### src/rtl/ringosc_meas_ctrl.sv
// Ring-oscillator frequency measurement controller.
// The controller enables the inverter ring, waits for it to settle, and then
// counts rising edges of the asynchronous oscillator output over a window of
// ck cycles. The edge count and a saturation flag stay valid until the next
// accepted start.
module ringosc_meas_ctrl #(
  parameter int CNT_W      = 16,
  parameter int WIN_W      = 12,
  parameter int SETTLE_CYC = 4
) (
  input  logic             ck,
  input  logic             rst,
  input  logic             start,
  input  logic [WIN_W-1:0] win,
  input  logic             osc_i,
  output logic             osc_en,
  output logic             busy,
  output logic             done,
  output logic [CNT_W-1:0] count,
  output logic             ovf
);

  // One down-counter times both SETTLE and COUNT, so it has to be wide enough
  // for whichever of the two intervals is longer.
  localparam int TMR_W = (WIN_W > 4) ? WIN_W : 4;
  localparam logic [TMR_W-1:0] TMR_ONE    = TMR_W'(1);
  localparam logic [TMR_W-1:0] SETTLE_LD  = TMR_W'(SETTLE_CYC - 1);
  localparam logic [CNT_W-1:0] CNT_ONE    = CNT_W'(1);

  typedef enum logic [1:0] {
    IDLE   = 2'd0,
    SETTLE = 2'd1,
    COUNT  = 2'd2,
    DONE   = 2'd3
  } state_t;

  state_t           state;
  state_t           state_nxt;
  logic [TMR_W-1:0] tmr;
  logic [TMR_W-1:0] tmr_nxt;
  logic [WIN_W-1:0] win_q;
  logic             start_acc;

  logic             sync1;
  logic             sync2;
  logic             hist;
  logic             osc_rise;

  // Two-flop synchronizer for the asynchronous oscillator, plus a history flop
  // so that a rising edge is seen exactly once.
  always_ff @(posedge ck or posedge rst) begin
    if (rst) begin
      sync1 <= 1'b0;
      sync2 <= 1'b0;
      hist  <= 1'b0;
    end else begin
      // NOTE: non-blocking assignments make the three flops shift together on
      // the same edge; blocking ones would collapse the chain into one flop.
      sync1 <= osc_i;
      sync2 <= sync1;
      hist  <= sync2;
    end
  end

  assign osc_rise = sync2 & ~hist;

  // State and interval-timer register.
  always_ff @(posedge ck or posedge rst) begin
    if (rst) begin
      state <= IDLE;
      tmr   <= '0;
    end else begin
      state <= state_nxt;
      tmr   <= tmr_nxt;
    end
  end

  // Next-state logic. The timer is loaded with (length - 1) on entry to a
  // timed state and the state advances on the cycle it reads zero, so SETTLE
  // lasts SETTLE_CYC cycles and COUNT lasts exactly win_q cycles.
  always_comb begin
    // NOTE: every signal assigned here gets a default first so that no path
    // through the case leaves it unassigned, which would infer a latch.
    state_nxt = state;
    tmr_nxt   = tmr;
    start_acc = 1'b0;
    case (state)
      IDLE: begin
        if (start) begin
          start_acc = 1'b1;
          if (win != '0) begin
            state_nxt = SETTLE;
            tmr_nxt   = SETTLE_LD;
          end else begin
            state_nxt = DONE;
          end
        end
      end
      SETTLE: begin
        if (tmr == '0) begin
          state_nxt = COUNT;
          tmr_nxt   = TMR_W'(win_q) - TMR_ONE;
        end else begin
          tmr_nxt = tmr - TMR_ONE;
        end
      end
      COUNT: begin
        if (tmr == '0) begin
          state_nxt = DONE;
        end else begin
          tmr_nxt = tmr - TMR_ONE;
        end
      end
      DONE: begin
        state_nxt = IDLE;
      end
      default: begin
        state_nxt = IDLE;
      end
    endcase
  end

  // The window length is captured only when a start is accepted, so later
  // changes on win cannot disturb a measurement that is already running.
  always_ff @(posedge ck or posedge rst) begin
    if (rst) begin
      win_q <= '0;
    end else if (start_acc) begin
      win_q <= win;
    end
  end

  // Edge counter with saturation. The result is cleared on the edge that
  // leaves IDLE and otherwise holds until the next accepted start.
  always_ff @(posedge ck or posedge rst) begin
    if (rst) begin
      count <= '0;
      ovf   <= 1'b0;
    end else if (start_acc) begin
      count <= '0;
      ovf   <= 1'b0;
    end else if (state == COUNT && osc_rise) begin
      if (&count) begin
        ovf <= 1'b1;
      end else begin
        count <= count + CNT_ONE;
      end
    end
  end

  // Outputs are decoded from the registered state, so an asynchronous reset
  // clears them at once without waiting for a clock edge.
  assign osc_en = (state == SETTLE) || (state == COUNT);
  assign busy   = (state != IDLE);
  assign done   = (state == DONE);

endmodule

### config.mk
export PLATFORM = sky130hd
export DESIGN_NAME = ringosc_meas_ctrl
export DESIGN_NICKNAME = d
export VERILOG_FILES = /design/src/rtl/ringosc_meas_ctrl.sv
export SDC_FILE = /design/constraint.sdc
export NUM_CORES = 1
export LEC_CHECK = 0
export BUFFER_PORTS_ARGS = -buffer_cell sky130_fd_sc_hd__buf_2
export CAP_MARGIN = 30
export CORE_MARGIN = 3
export CORE_UTILIZATION = 60
export DETAILED_ROUTE_END_ITERATION = 8
export GPL_TIMING_DRIVEN = 0
export PLACE_DENSITY = 0.91
export RECOVER_POWER = 100
export SYNTH_ARGS = -nofsm -noshare
export SYNTH_HDL_FRONTEND = slang
export SYNTH_SLANG_ARGS = --single-unit
### constraint.sdc
create_clock -name ck -period 3.5 [get_ports ck]
set_input_delay 0.175 -clock ck [delete_from_list [all_inputs] [get_ports ck]]
set_output_delay 0.175 -clock ck [all_outputs]
set_load 0.03 [all_outputs]
==> flow_summary.json <==
{
  "run_status": "complete, but fails checks",
  "violations": "capacitance limit, slew limit",
  "worst-path-max-fanout": 10,
  "antenna_left": 0,
  "diodes": 0,
  "synthesis.nets": 313,
  "syn_area_um2": 2770,
  "synth_top_area_share_pct": 41.5,
  "arrival_ps": 2920,
  "setup_ws_ps": 760,
  "synth_top_cells_by_area": "dfrtp_1, xnor2_1, ha_1",
  "cts_inserted_buffers": 5,
  "grt_pass1_vias": 2237,
  "firstDrtPassIters": 5,
  "core_um2": 4410,
  "fp-row-count": 24,
  "wirelength_um": 6360,
  "grt_overflow": 0,
  "path_clk_slew_ps": 80,
  "post-route-min-period_ps": 2740,
  "dieArea_um2": 5470,
  "vias": 2353,
  "worstMarginPinSlew_ps": 1860,
  "cts_sinks": 46,
  "dp.cells": 375,
  "slew_viol_final": 37,
  "gp_congestion": 0.990,
  "routedWlPerCell_um": 16.5,
  "grt_setup_unrepaired": "no",
  "htree_levels": 2,
  "drive_above_1_share_pct": 13.2,
  "grt_pass1_wl_um": 10400,
  "fin_cells": 385,
  "cp-start-kind": "flop",
  "grt_max_degree": 37,
  "endpoint_kind": "flop",
  "io_buffers": 35,
  "syn_inst": 287,
  "synth_async_sr_flop_share_pct": 100,
  "slew_headroom_pct": -24.2,
  "yosysMostFrequentCell": "dfrtp_1",
  "initial_utilization_pct": 62.8,
  "root_buffer": "clkbuf_8",
  "finalSetupTns_ps": 0,
  "peakVddDrop_uv": 747,
  "synth_edf_count": 0,
  "synth_seq_cells": 46,
  "gr-usage-all-layers_pct": 24.6,
  "fmax_mhz": 365,
  "synth_ff_type": "dfrtp_1",
  "die_h_um": 74.0,
  "cts_tree": "yes",
  "synth_top_area_cell": "dfrtp_1",
  "synthTopCellsByCount": "dfrtp_1, nor2_1, inv_1",
  "final-setup-viol-count": 0,
  "ys_seq_area_share_pct": 41.5,
  "clock_skew_ps": 9.77,
  "avgSynthCellArea_um2": 9.66,
  "antenna_found_initial": 0,
  "fin_crit_sh_pct": 78.3,
  "power.leakage_nw": 1.25,
  "yosysWarningCount": 0,
  "hold_viol": 0,
  "ioPinCount": 36,
  "dp_hpwl_um": 4690,
  "syn_to_final_growth_pct": 9.66,
  "routed_via_density": 6.11,
  "cap_violations": 2,
  "hold_class": "input port to flop",
  "clkLatencyLatePin_ps": 310,
  "nFillCells": 340,
  "ys_types": 50,
  "worstPathRequired_ps": 3680,
  "drc": 0,
  "p_per_area_nw_per_um2": 893,
  "critPathKind": "flop to flop",
  "chipWidth_um": 74.0,
  "nNetsFinal": 358,
  "cts.path.max_buffers": 2,
  "pre_cts_slack_ps": 1260,
  "drt-initial-drc-count": 208
}
[metrics by stage]
stage / hold WS [ps] / cell area (µm²) / total power (W) / util, %
floorplan: 206 / 2770 / 0.00204 / -
CTS: 106 / 3140 / 0.00274 / 71.1
global placement: 284 / 3010 / 0.00234 / 68.2
finish: 109 / 3040 / 0.00271 / 68.8
global route: 116 / 3040 / 0.00290 / 68.8
detailed placement: 126 / 3030 / 0.00240 / 68.7
[sequential cells by signal (all words and copies together), names as in the netlist]
register  flops
count        16
hist          1
ovf           1
state         2
sync1         1
sync2         1
tmr          12
win_q        12
[worst max-delay path, cell delays in order, from the launching register on]
cell and delay (ps):
dfrtp_1 410, ha_1 200, nand3_1 150, nor4_1 1190, buf_4 350, nor3_1 70
xnor2_1 190, nor2_1 60
[metal layers]
metal	GRT usage, %	share of wire (%)	vias to the layer above
met5	0	0	-
met2	40.6	48	99
met3	5.68	7.5	13
li1	-	-	1116
met1	32.0	43	1125
met4	8.45	1.7	0
[final timing paths]
| check | slack [ps] | cells after the start | endpoint | from |
|---|---|---|---|---|
| max | 760 | 7 | count[4] | count[0] |
| min reg2reg | 360 | 0 | sync2 | sync1 |
| min | 110 | 3 | win_q[0] | win[0] |
| max in group asynchronous | 1030 | 4 | win_q[7] | rst |
| max reg2reg | 760 | 7 | count[4] | count[0] |
| min in group asynchronous | 390 | 3 | tmr[0] | rst |
[final cells by class]
cell class	count	area, µm²	share of cell area [%]
flip-flops and latches	46	1150	37.9
clock buffers	6	72.6	2.39
clock inverters	2	13.8	0.453
well taps	52	65.1	2.14
repair buffers	38	174	5.72
plain buffers	11	48.8	1.61
inverters	22	82.6	2.72
multi-input cells	208	1430	47.1
[what timing repair did]
action,in CTS,in global routing
gates resized for setup,0,0
endpoints found under the setup margin,0,0
hold buffers,2,0
endpoints found under the hold margin,11,0
setup buffers,0,0
[cell usage in the layout (no fill, tap or decap), drive strengths merged, types with 2 or more instances in the layout]
master	instances
ha	10
nand3b	2
nor3b	4
dfrtp	46
clkbuf	36
a21oi	12
o22a	4
nor2	28
xnor2	18
mux2	10
inv	22
nor3	8
o32a	5
clkinv	2
and2	2
o22ai	9
dlygate4sd3	2
and4	2
o221a	2
o21bai	3
xor2	9
nand3	9
nand2	22
nor4	14
a41o	2
or2	2
nand4b	2
buf	17
nand4	10
o21ai	8
[power by group]
| group | total (W) | internal [W] | switching (W) |
|---|---|---|---|
| sequential | 0.000877 | 0.000690 | 0.000187 |
| combinational | 0.00151 | 0.000592 | 0.000920 |
| clock | 0.000325 | 0.000141 | 0.000184 |
| total | 0.00271 | 0.00142 | 0.00129 |
[cells by family (layout without fill, tap and decap cells)]
logic type	Yosys count	count (layout)	synth area share, %
simple gates	111	111	23.2
flops	46	46	41.5
xor+xnor	27	27	8.53
buf+inv	33	79	5.60
mux	10	10	4.06
compound gates	50	50	12.6
fa+ha+maj	10	10	4.51
Note: power is estimated with default switching activity, not from simulation.
